File: src/rtl/mem_arbiter.sv
// mem_arbiter: two-port (instruction fetch / data) arbiter in front of a
// single shared memory with a fixed read latency. One transaction in flight.
//
// Ports
//   clk, rst_n                   clock, asynchronous active-low reset
//   if_req/if_addr               fetch request and word address
//   if_gnt/if_rvalid/if_rdata    fetch grant (1 cycle), completion, read data
//   d_req/d_we/d_addr/d_wdata    data request, 1=store, address, store data
//   d_gnt/d_rvalid/d_rdata       data grant (1 cycle), completion, load data
//   mem_en/mem_we/mem_addr/mem_wdata  shared-memory access strobe and payload
//   mem_rdata                    memory read data, valid MEM_LAT cycles after mem_en
//   busy                         high whenever the FSM is not idle
//
// Configuration
//   ARB_ROUND_ROBIN_EN  defined: ties alternate, the port not granted last wins.
//                       undefined: the data port wins every tie.
//   In both modes a port that has lost 8 consecutive arbitrations wins next.
module mem_arbiter #(
  parameter int unsigned MEM_LAT = 2,
  parameter int unsigned AW      = 32
) (
  input  logic          clk,
  input  logic          rst_n,
  input  logic          if_req,
  input  logic [AW-1:0] if_addr,
  output logic          if_gnt,
  output logic          if_rvalid,
  output logic [31:0]   if_rdata,
  input  logic          d_req,
  input  logic          d_we,
  input  logic [AW-1:0] d_addr,
  input  logic [31:0]   d_wdata,
  output logic          d_gnt,
  output logic          d_rvalid,
  output logic [31:0]   d_rdata,
  output logic          mem_en,
  output logic          mem_we,
  output logic [AW-1:0] mem_addr,
  output logic [31:0]   mem_wdata,
  input  logic [31:0]   mem_rdata,
  output logic          busy
);

  localparam int unsigned DW = 32;
  localparam int unsigned CW = 4;
  localparam logic [CW-1:0] WAIT_INIT = CW'((MEM_LAT >= 2) ? (MEM_LAT - 2) : 0);
  localparam logic [CW-1:0] STARVE    = CW'(8);
  localparam logic [CW-1:0] CNT_ONE   = CW'(1);
  localparam logic [CW-1:0] CNT_MAX   = CW'(15);
  localparam bit            SKIP_WAIT = (MEM_LAT <= 1);

  typedef enum logic [1:0] {S_IDLE, S_GRANT, S_WAIT, S_RESP} state_e;

  state_e          state_q, state_d;
  logic [CW-1:0]   cnt_q, cnt_d;
  logic [CW-1:0]   loss_i_q, loss_i_d;
  logic [CW-1:0]   loss_d_q, loss_d_d;
  logic            win_d_q, win_d_d;     // 1: data port owns the transaction
  logic            we_q, we_d;
  logic [AW-1:0]   addr_q, addr_d;
  logic [DW-1:0]   wdata_q, wdata_d;
`ifdef ARB_ROUND_ROBIN_EN
  logic            last_d_q, last_d_d;   // 1: data port won the last arbitration
`endif
  logic            pick_d;

  logic            if_gnt_q, if_gnt_d, d_gnt_q, d_gnt_d;
  logic            if_rvalid_q, if_rvalid_d, d_rvalid_q, d_rvalid_d;
  logic            mem_en_q, mem_en_d, mem_we_q, mem_we_d;
  logic [AW-1:0]   mem_addr_q, mem_addr_d;
  logic [DW-1:0]   mem_wdata_q, mem_wdata_d;
  logic            busy_q, busy_d;

  // Arbitration winner: starvation guard first, then tie policy
  always_comb begin
    pick_d = d_req;
    if (if_req && d_req) begin
      if (loss_i_q >= STARVE) begin
        pick_d = 1'b0;
      end else if (loss_d_q >= STARVE) begin
        pick_d = 1'b1;
      end else begin
`ifdef ARB_ROUND_ROBIN_EN
        pick_d = ~last_d_q;
`else
        pick_d = 1'b1;
`endif
      end
    end
  end

  // State register and all flops
  always_ff @(posedge clk or negedge rst_n) begin
    if (!rst_n) begin
      state_q     <= S_IDLE;
      cnt_q       <= '0;
      loss_i_q    <= '0;
      loss_d_q    <= '0;
      win_d_q     <= 1'b0;
      we_q        <= 1'b0;
      addr_q      <= '0;
      wdata_q     <= '0;
`ifdef ARB_ROUND_ROBIN_EN
      last_d_q    <= 1'b0;
`endif
      if_gnt_q    <= 1'b0;
      d_gnt_q     <= 1'b0;
      if_rvalid_q <= 1'b0;
      d_rvalid_q  <= 1'b0;
      mem_en_q    <= 1'b0;
      mem_we_q    <= 1'b0;
      mem_addr_q  <= '0;
      mem_wdata_q <= '0;
      busy_q      <= 1'b0;
    end else begin
      state_q     <= state_d;
      cnt_q       <= cnt_d;
      loss_i_q    <= loss_i_d;
      loss_d_q    <= loss_d_d;
      win_d_q     <= win_d_d;
      we_q        <= we_d;
      addr_q      <= addr_d;
      wdata_q     <= wdata_d;
`ifdef ARB_ROUND_ROBIN_EN
      last_d_q    <= last_d_d;
`endif
      if_gnt_q    <= if_gnt_d;
      d_gnt_q     <= d_gnt_d;
      if_rvalid_q <= if_rvalid_d;
      d_rvalid_q  <= d_rvalid_d;
      mem_en_q    <= mem_en_d;
      mem_we_q    <= mem_we_d;
      mem_addr_q  <= mem_addr_d;
      mem_wdata_q <= mem_wdata_d;
      busy_q      <= busy_d;
    end
  end

  // Next state, request capture and loss bookkeeping
  always_comb begin
    state_d  = state_q;
    cnt_d    = cnt_q;
    loss_i_d = loss_i_q;
    loss_d_d = loss_d_q;
    win_d_d  = win_d_q;
    we_d     = we_q;
    addr_d   = addr_q;
    wdata_d  = wdata_q;
`ifdef ARB_ROUND_ROBIN_EN
    last_d_d = last_d_q;
`endif
    unique case (state_q)
      S_IDLE: begin
        if (if_req || d_req) begin
          state_d = S_GRANT;
          win_d_d = pick_d;
          we_d    = pick_d & d_we;
          addr_d  = pick_d ? d_addr : if_addr;
          wdata_d = pick_d ? d_wdata : '0;
`ifdef ARB_ROUND_ROBIN_EN
          last_d_d = pick_d;
`endif
          // Winner's loss count clears; a requesting loser counts up (saturating)
          if (pick_d) begin
            loss_d_d = '0;
            if (if_req && (loss_i_q != CNT_MAX)) loss_i_d = loss_i_q + CNT_ONE;
          end else begin
            loss_i_d = '0;
            if (d_req && (loss_d_q != CNT_MAX)) loss_d_d = loss_d_q + CNT_ONE;
          end
        end
      end
      S_GRANT: begin
        state_d = SKIP_WAIT ? S_RESP : S_WAIT;
        cnt_d   = WAIT_INIT;
      end
      S_WAIT: begin
        if (cnt_q == '0) state_d = S_RESP;
        else             cnt_d   = cnt_q - CNT_ONE;
      end
      S_RESP:  state_d = S_IDLE;
      default: state_d = S_IDLE;
    endcase
  end

  // Registered outputs decoded from the state being entered
  always_comb begin
    if_gnt_d    = 1'b0;
    d_gnt_d     = 1'b0;
    if_rvalid_d = 1'b0;
    d_rvalid_d  = 1'b0;
    mem_en_d    = 1'b0;
    mem_we_d    = 1'b0;
    mem_addr_d  = '0;
    mem_wdata_d = '0;
    busy_d      = (state_d != S_IDLE);
    case (state_d)
      S_GRANT: begin
        if_gnt_d    = ~win_d_d;
        d_gnt_d     = win_d_d;
        mem_en_d    = 1'b1;
        mem_we_d    = we_d;
        mem_addr_d  = addr_d;
        mem_wdata_d = wdata_d;
      end
      S_RESP: begin
        if_rvalid_d = ~win_d_d;
        d_rvalid_d  = win_d_d;
      end
      default: ;
    endcase
  end

  assign if_gnt    = if_gnt_q;
  assign d_gnt     = d_gnt_q;
  assign if_rvalid = if_rvalid_q;
  assign d_rvalid  = d_rvalid_q;
  assign mem_en    = mem_en_q;
  assign mem_we    = mem_we_q;
  assign mem_addr  = mem_addr_q;
  assign mem_wdata = mem_wdata_q;
  assign busy      = busy_q;

  // Read data is only valid in the response cycle, so it passes straight
  // through, gated by the registered completion strobe (stores return 0).
  assign if_rdata = if_rvalid_q ? mem_rdata : '0;
  assign d_rdata  = (d_rvalid_q && !we_q) ? mem_rdata : '0;

endmodule

File: config.mk
export PLATFORM = sky130hd
export DESIGN_NAME = mem_arbiter
export DESIGN_NICKNAME = d
export VERILOG_FILES = /design/src/rtl/mem_arbiter.sv
export SDC_FILE = /design/constraint.sdc
export NUM_CORES = 1
export LEC_CHECK = 0
export BUFFER_PORTS_ARGS = -buffer_cell sky130_fd_sc_hd__buf_2
export CAP_MARGIN = 15
export CORE_UTILIZATION = 40
export DETAILED_ROUTE_END_ITERATION = 6
export HOLD_SLACK_MARGIN = 0.03
export PLACE_DENSITY = 0.72
export REMOVE_ABC_BUFFERS = 1
export SYNTH_ARGS = -nofsm -noshare
export SYNTH_HDL_FRONTEND = slang
export SYNTH_SLANG_ARGS = --single-unit
File: constraint.sdc
create_clock -name clk -period 1.9 [get_ports clk]
set_input_delay 0.095 -clock clk [delete_from_list [all_inputs] [get_ports clk]]
set_output_delay 0.095 -clock clk [all_outputs]
set_load 0.005 [all_outputs]
==> results of run 1 <==
sequential cells by signal, summed over array words and instances, names as in the netlist:
| name | flops |
|---|---|
| addr_q | 32 |
| busy | 1 |
| cnt_q | 4 |
| d_gnt | 1 |
| d_rvalid | 1 |
| if_gnt | 1 |
| if_rvalid | 1 |
| loss_i_q | 4 |
| mem_addr | 32 |
| mem_en | 1 |
| mem_wdata | 32 |
| mem_we | 1 |
| state_q | 2 |
| wdata_q | 32 |
| we_q | 1 |
| win_d_q | 1 |
per-stage QoR:
step	util	hold slack, ps	setup TNS (ps)	setup slack (ps)	power (mW)
after detailed placement	0.530	68.2	-6590	-150	9.38
after CTS	0.633	32.8	-8000	-150	12.9
final	0.651	42.7	-9710	-196	13.5
after global placement	0.530	63.4	-4640	-85.6	9.27
after global routing	0.651	66.3	-14570	-256	14.3
after floorplan	-	-201	-157970	-1300	7.29
logic make-up (layout without fill, tap and decap cells):
logic type,count (synthesis),after routing,share of synthesized area
compound gates,49,49,0.0645
fa+ha+maj,8,8,0.0163
buf+inv,84,462,0.0566
flops,147,147,0.598
mux,3,3,0.00509
simple gates,283,283,0.259
per-layer routing:
layer  vias up  part of all wire  global-route usage
met5         -                 0                   0
met4         0             0.048               0.147
met3        73             0.061              0.0599
met2       276              0.53               0.442
met1      2831              0.36               0.254
li1       2696                 -                   -
final timing paths:
check	start	end	slack, ps	depth (start not counted)
worst max-delay path	cnt_q[0]	mem_addr[1]	-200	6
worst min-delay path	d_wdata[28]	wdata_q[28]	40	3
worst max register to register	cnt_q[0]	mem_addr[1]	-200	6
worst min register to register	wdata_q[9]	wdata_q[9]	460	2
max in group asynchronous	rst_n	d_rvalid	1020	3
min in group asynchronous	rst_n	addr_q[30]	200	2
critical path: cells and delay by family, from the launching register on:
family	cells	cell delay, ps
adders and majority gates	1	140
buffers and inverters	2	300
and+or+nand+nor	2	680
AOI/OAI and AO/OA	1	500
DFF	1	380
layout make-up:
class / instances / area share
Clock buffer: 29 / 0.0562
Sequential cell: 147 / 0.383
Timing Repair Buffer: 388 / 0.271
Clock inverter: 3 / 0.00417
Tap cell: 184 / 0.0240
Multi-Input combinational cell: 343 / 0.246
Inverter: 42 / 0.0164
cell usage after synthesis (all sizes together):
master and instances:
dfrtp 147, nor2 70, nor3 65, and2 64, inv 42, a32oi 33, clkbuf 33, nor3b 33
nor4 32, buf 9, ha 8, o21ai 8, nand2 6, nand3 4, and3 2, mux2i 2
nand2b 2, nor2b 2, a2111o 1, a211oi 1, a21bo 1, a21boi 1, a22oi 1, a32o 1
mux2 1, nor4b 1, o21a 1, o22ai 1, or2 1, or3b 1
repair_timing:
item | CTS | global route
hold buffers | 89 | 0
endpoints found under the setup margin | 64 | 71
gates resized for setup | 7 | 36
endpoints found under the hold margin | 205 | 0
pin swaps | 0 | 6
gates cloned | 0 | 2
buffers inserted | 0 | 6
cell usage in the layout (no fill, tap or decap), types with 2 or more instances in the layout:
cell / n
nor4_1: 5
clkbuf_16: 18
clkinv_2: 2
buf_2: 266
and3_1: 2
and2_1: 64
mux2i_1: 2
o21ai_0: 7
a32oi_1: 33
ha_1: 6
clkbuf_1: 5
nand2_1: 6
nor4_2: 22
nor4_4: 5
nor3b_2: 4
nor3b_1: 29
nand2b_1: 2
inv_2: 2
nor2_1: 65
buf_6: 2
dlygate4sd3_1: 89
nor3_1: 62
nor2_2: 5
inv_1: 40
dfrtp_1: 147
nor3_2: 3
nand3_1: 4
buf_4: 21
clkbuf_8: 7
buf_12: 8
power by group:
group	leakage, nW	internal, mW	switching (mW)
Clock	0.288	2.04	1.20
Combinational	2.78	2.54	3.09
Sequential	1.88	4.30	0.350
==> flow_results.xml, run 1 <==
<?xml version="1.0" encoding="UTF-8"?>
<metrics>
  <group name="global_routing">
    <metric name="grt_antenna_before_repair" unit="">0</metric>
    <metric name="grt.overflow.total" unit="">0</metric>
    <metric name="first_pass_grt_wire_length" unit="mm">29.6</metric>
    <metric name="maximum_number_of_pins_on_one_net_before_global_route_repair" unit="">50</metric>
    <metric name="grt_pass1_vias" unit="">5836</metric>
    <metric name="total_global_routing_track_utilization" unit="">0.243</metric>
  </group>
  <group name="setup_path">
    <metric name="crit_arrival" unit="ps">2410</metric>
    <metric name="crit_chain" unit="">inv_2 -&gt; ha_4 -&gt; or3b_4 -&gt; a2111o_2 -&gt; buf_12 -&gt; nor4_2</metric>
    <metric name="critical-path-slowest-cell" unit="">a2111o_2</metric>
    <metric name="critical_path_class" unit="">reg -&gt; reg</metric>
    <metric name="crit_path_end_kind" unit="">flip-flop</metric>
    <metric name="path_max_fanout" unit="">19</metric>
    <metric name="worstSetupStartpointType" unit="">flip-flop</metric>
    <metric name="crit_path_max_incr_delay" unit="ps">500</metric>
    <metric name="worstPathRequired" unit="ps">2210</metric>
  </group>
  <group name="floorplan">
    <metric name="die_height" unit="µm">126</metric>
    <metric name="ios" unit="">268</metric>
    <metric name="die_area" unit="µm²">15900</metric>
    <metric name="floorplan.core_area" unit="µm²">14800</metric>
    <metric name="row_count" unit="">44</metric>
    <metric name="die_width" unit="µm">126</metric>
    <metric name="start_util" unit="">0.417</metric>
  </group>
  <group name="worst_hold_path">
    <metric name="hold_path.class" unit="">in -&gt; reg</metric>
  </group>
  <group name="clock_network">
    <metric name="clk_latency" unit="ps">420</metric>
    <metric name="tritoncts_clock_tree" unit="">built</metric>
    <metric name="clk_pin_slew" unit="ps">60</metric>
    <metric name="htreeDepth" unit="">4</metric>
    <metric name="cts-root-buf" unit="">clkbuf_16</metric>
    <metric name="cts.path.max_buffers" unit="">2</metric>
    <metric name="numClockSinks" unit="">147</metric>
    <metric name="cts_made_buffers" unit="">17</metric>
  </group>
  <group name="finish">
    <metric name="diodes" unit="">0</metric>
    <metric name="finish.cell_count_without_fillers" unit="">1136</metric>
    <metric name="layout.area.seq" unit="µm²">3680</metric>
    <metric name="num-fill-cells" unit="">1142</metric>
    <metric name="syn_to_final_growth" unit="%">56.4</metric>
    <metric name="layout.nets" unit="">1080</metric>
    <metric name="multi_input_area" unit="µm²">2360</metric>
    <metric name="stdcell_area" unit="µm²">9610</metric>
    <metric name="final_layout_size_suffix_gt1_frac" unit="">0.397</metric>
  </group>
  <group name="sta">
    <metric name="worst_pin_slew" unit="ps">811</metric>
    <metric name="min_period" unit="ps">2100</metric>
    <metric name="fmaxAchievable" unit="MHz">477</metric>
    <metric name="report.final.slew_viol_count" unit="">0</metric>
    <metric name="layout_setup_ws" unit="ps">-196</metric>
    <metric name="rsz0062_at_grt" unit="">yes</metric>
    <metric name="fin_crit_sh" unit="">1.10</metric>
    <metric name="slew-limit-headroom" unit="">0.459</metric>
    <metric name="fin_worst_skew" unit="ps">7.90</metric>
    <metric name="report.final.setup_viol" unit="">68</metric>
    <metric name="timing_hold_violations_final" unit="">0</metric>
  </group>
  <group name="route">
    <metric name="initialDrtViolationCount" unit="">306</metric>
    <metric name="drt.antenna.violating_nets" unit="">0</metric>
    <metric name="detail_route.wl_per_cell" unit="µm">17.4</metric>
    <metric name="detail_route.drc_violations" unit="">0</metric>
    <metric name="finalWirelength" unit="mm">19.8</metric>
    <metric name="drt-vias-per-instance" unit="">5.17</metric>
    <metric name="detail_route.first_pass.iterations" unit="">4</metric>
    <metric name="vias" unit="">5876</metric>
  </group>
  <group name="place">
    <metric name="place.detailed.instances" unit="">1007</metric>
    <metric name="hpwl" unit="mm">11.9</metric>
    <metric name="buffer_ports.inserted" unit="">267</metric>
    <metric name="dpl-instance-area" unit="µm²">7820</metric>
    <metric name="finalWeightedCongestion" unit="">0.768</metric>
  </group>
  <group name="flow_run">
    <metric name="max_cap_viol_count" unit="">0</metric>
  </group>
  <group name="synthesis">
    <metric name="yosys.area.top_type_share" unit="">0.598</metric>
    <metric name="synth_top_cells_by_area" unit="">dfrtp_1, and2_1, nor3_1, a32oi_1, nor2_1</metric>
    <metric name="syn_area" unit="µm²">6150</metric>
    <metric name="post_synthesis_mean_instance_area" unit="µm²">10.7</metric>
    <metric name="synth.yosys.seq_area_share" unit="">0.598</metric>
    <metric name="synthesis.yosys.warnings" unit="">0</metric>
    <metric name="postSynthCellCount" unit="">574</metric>
    <metric name="yosysTopAreaCell" unit="">dfrtp_1</metric>
    <metric name="synth_cell_types" unit="">34</metric>
    <metric name="postSynthRegisterBits" unit="">147</metric>
  </group>
  <group name="power">
    <metric name="irDropWorstVdd" unit="V">0.000855</metric>
    <metric name="power.static_leakage" unit="nW">4.95</metric>
    <metric name="power-per-cell-area" unit="nW/µm²">1410</metric>
  </group>
  <group name="run_status">
    <metric name="violations" unit="">setup timing</metric>
    <metric name="run_status" unit="">complete, but fails checks</metric>
  </group>
</metrics>
No activity file was read; power rests on OpenSTA's default activity.
==> run 2, diff against run 1 <==
- PLACE_DENSITY: 0.72 -> 0.69
- clock period: 1.9 -> 2 ns (I/O delays scaled with it)
==> run 2 against run 1 <==
Effect of this change:
- the flow still finishes with violations (setup timing)
- register-to-register slack better by 110 ps
- non-clock buffer count down 20
- routed wire length down 7.3%
- critical endpoint is now mem_addr[20]
- largest power group unchanged
- highest routed layer unchanged
==> flow_results.xml, run 2 (same netlist as run 1, synthesis figures left out) <==
<?xml version="1.0" encoding="UTF-8"?>
<metrics>
  <group name="setup_path">
    <metric name="crit_chain" unit="">inv_1 -&gt; ha_1 -&gt; or3b_4 -&gt; a2111o_2 -&gt; buf_12 -&gt; nor4_2</metric>
    <metric name="crit_buf_inv" unit="">2</metric>
    <metric name="worstPathRequired" unit="ps">2310</metric>
    <metric name="crit_path_max_incr_delay" unit="ps">480</metric>
    <metric name="critical_path_class" unit="">reg -&gt; reg</metric>
    <metric name="worstSetupStartpointType" unit="">flip-flop</metric>
    <metric name="crit_path_end_kind" unit="">flip-flop</metric>
    <metric name="cp_top_family" unit="">simple AND/OR/NAND/NOR gates</metric>
    <metric name="timing.reg2reg.setup_slack" unit="ps">-90</metric>
    <metric name="critical-path-slowest-cell" unit="">a2111o_2</metric>
    <metric name="path_max_fanout" unit="">24</metric>
    <metric name="crit_arrival" unit="ps">2400</metric>
  </group>
  <group name="flow_run">
    <metric name="max_cap_viol_count" unit="">0</metric>
  </group>
  <group name="global_routing">
    <metric name="maximum_number_of_pins_on_one_net_before_global_route_repair" unit="">53</metric>
    <metric name="groute.layer.met2.usage" unit="">0.429</metric>
    <metric name="grt.overflow.total" unit="">0</metric>
    <metric name="grt_antenna_before_repair" unit="">2</metric>
    <metric name="globalRouteMet3Util" unit="">0.0556</metric>
    <metric name="global_route.usage.met1" unit="">0.241</metric>
    <metric name="globalRoute.busiestLayer" unit="">met2</metric>
    <metric name="first_pass_grt_wire_length" unit="mm">28.5</metric>
    <metric name="grt_pass1_vias" unit="">5856</metric>
    <metric name="total_global_routing_track_utilization" unit="">0.234</metric>
  </group>
  <group name="finish">
    <metric name="layout.cells.most_common" unit="">buf_2</metric>
    <metric name="layout.nets" unit="">1060</metric>
    <metric name="num-fill-cells" unit="">1186</metric>
    <metric name="final_cell_mix" unit="">buf_2, dfrtp_1, dlygate4sd3_1</metric>
    <metric name="fin_util" unit="">0.635</metric>
    <metric name="syn_to_final_growth" unit="%">52.3</metric>
    <metric name="finish.cell_count_without_fillers" unit="">1118</metric>
    <metric name="final_layout_size_suffix_gt1_frac" unit="">0.384</metric>
  </group>
  <group name="power">
    <metric name="power-per-cell-area" unit="nW/µm²">1350</metric>
    <metric name="power.share.switching" unit="">0.337</metric>
    <metric name="irDropWorstVdd" unit="V">0.000818</metric>
    <metric name="p_sw" unit="mW">4.26</metric>
    <metric name="power.static_leakage" unit="nW">4.83</metric>
    <metric name="share_seq_of_total_power" unit="">0.351</metric>
    <metric name="internal_power" unit="mW">8.38</metric>
    <metric name="power.combinational.fraction" unit="">0.390</metric>
    <metric name="part_of_the_total_power_dissipated_in_the_clock_network" unit="">0.259</metric>
  </group>
  <group name="route">
    <metric name="detail_route.first_pass.iterations" unit="">4</metric>
    <metric name="detail_route.drc_violations" unit="">0</metric>
    <metric name="finalWirelength" unit="mm">18.4</metric>
    <metric name="drt-vias-per-instance" unit="">5.11</metric>
    <metric name="vias" unit="">5718</metric>
    <metric name="drt.antenna.violating_nets" unit="">0</metric>
    <metric name="initialDrtViolationCount" unit="">257</metric>
    <metric name="detail_route.wl_per_cell" unit="µm">16.4</metric>
  </group>
  <group name="floorplan">
    <metric name="die_height" unit="µm">126</metric>
    <metric name="row_count" unit="">44</metric>
    <metric name="floorplan.core_area" unit="µm²">14800</metric>
    <metric name="die_area" unit="µm²">15900</metric>
    <metric name="ios" unit="">268</metric>
    <metric name="die_width" unit="µm">126</metric>
    <metric name="start_util" unit="">0.417</metric>
  </group>
  <group name="run_status">
    <metric name="run_status" unit="">complete, but fails checks</metric>
    <metric name="violations" unit="">setup timing</metric>
  </group>
  <group name="clock_network">
    <metric name="clk_pin_slew" unit="ps">60</metric>
    <metric name="htreeDepth" unit="">4</metric>
    <metric name="clk_latency" unit="ps">410</metric>
    <metric name="cts.path.max_buffers" unit="">2</metric>
    <metric name="numClockSinks" unit="">147</metric>
    <metric name="cts-root-buf" unit="">clkbuf_16</metric>
    <metric name="tritoncts_clock_tree" unit="">built</metric>
    <metric name="post-cts-setup-buffer-count" unit="">0</metric>
    <metric name="cts_made_buffers" unit="">17</metric>
  </group>
  <group name="sta">
    <metric name="fin_worst_skew" unit="ps">8.05</metric>
    <metric name="layout_setup_ws" unit="ps">-85.3</metric>
    <metric name="rsz0062_at_grt" unit="">yes</metric>
    <metric name="report.final.slew_viol_count" unit="">0</metric>
    <metric name="fin_crit_sh" unit="">1.04</metric>
    <metric name="worst_pin_slew" unit="ps">764</metric>
    <metric name="timing_hold_violations_final" unit="">0</metric>
    <metric name="report.final.setup_viol" unit="">51</metric>
    <metric name="min_period" unit="ps">2090</metric>
    <metric name="fmaxAchievable" unit="MHz">480</metric>
    <metric name="slew-limit-headroom" unit="">0.491</metric>
  </group>
  <group name="place">
    <metric name="hpwl" unit="mm">11.5</metric>
    <metric name="place.detailed.instances" unit="">1004</metric>
    <metric name="finalWeightedCongestion" unit="">0.762</metric>
    <metric name="buffer_ports.inserted" unit="">267</metric>
  </group>
  <group name="worst_hold_path">
    <metric name="hold_path.class" unit="">in -&gt; reg</metric>
  </group>
</metrics>
[run 2: cell count changes in the layout (fill, tap and decap cells not counted), sizes merged]
cell / previous run / this run
clkinv: 2 / 6
buf: 298 / 288
clkinvlp: 0 / 4
bufinv: 1 / 4
clkbuf: 30 / 18
diode: 0 / 2
dlygate4sd3: 89 / 80
[run 2: stage by stage]
stage | area (µm²) | TNS [ps] | hold slack [ps] | setup WS [ps] | power (mW)
finish | 9360 | -1550 | 22.0 | -85.3 | 12.6
global route | 9360 | -5860 | 39.9 | -222 | 13.4
CTS | 9270 | -1650 | 30.9 | -60.5 | 12.5
detailed placement | 7780 | -1260 | 83.8 | -90.3 | 8.92
global placement | 7780 | 0 | 83.9 | 5.28 | 8.82
floorplan | 5960 | -143970 | -196 | -1200 | 6.95
[run 2: final timing paths]
path | from | to | depth (start not counted)
setup / recovery | cnt_q[1] | mem_addr[20] | 6
hold / removal | d_addr[28] | mem_addr[28] | 3
setup reg to reg | cnt_q[1] | mem_addr[20] | 6
hold reg to reg | wdata_q[29] | wdata_q[29] | 2
max in group asynchronous | rst_n | addr_q[5] | 3
min in group asynchronous | rst_n | mem_addr[15] | 2
[run 2: cell type report]
cell class | count | area, µm² | area share
sequential | 147 | 3680 | 0.393
inverter | 42 | 158 | 0.0168
clock buffer | 18 | 429 | 0.0458
timing repair buffer | 368 | 2380 | 0.254
clock inverter | 14 | 188 | 0.0200
antenna | 2 | 5.00 | 0.000535
tap | 184 | 230 | 0.0246
multi-input combinational | 343 | 2300 | 0.245
[run 2: power groups by stage]
| stage | Clock [mW] | Sequential [mW] | Combinational, mW |
|---|---|---|---|
| 2_1_floorplan | 0 | 4.48 | 2.47 |
| 3_3_place_gp | 0 | 4.46 | 4.36 |
| 3_5_place_dp | 0 | 4.46 | 4.46 |
| 4_1_cts | 3.32 | 4.44 | 4.74 |
| 5_1_grt | 3.46 | 4.54 | 5.41 |
| 6_report | 3.27 | 4.44 | 4.93 |
[run 2: routing by layer]
layer / vias up / part of all wire
li1: 2658 / -
met1: 2751 / 0.36
met2: 266 / 0.53
met3: 43 / 0.064
met4: 0 / 0.039
met5: - / 0
[run 2: timing repair]
action                                  CTS  global route
endpoints found under the setup margin   45            53
endpoints found under the hold margin   170             0
hold buffers                             80             0
resized for setup                        12            13
pin swaps                                 0             1
[run 2: worst reg2reg max path: cells and delay by family (launching register included)]
family / cells / cell delay [ps]
AO/OA/AOI/OAI: 1 / 480
buffers and inverters: 2 / 260
adder cells (fa/ha/maj): 1 / 150
AND/OR/NAND/NOR: 2 / 710
flip-flops: 1 / 380
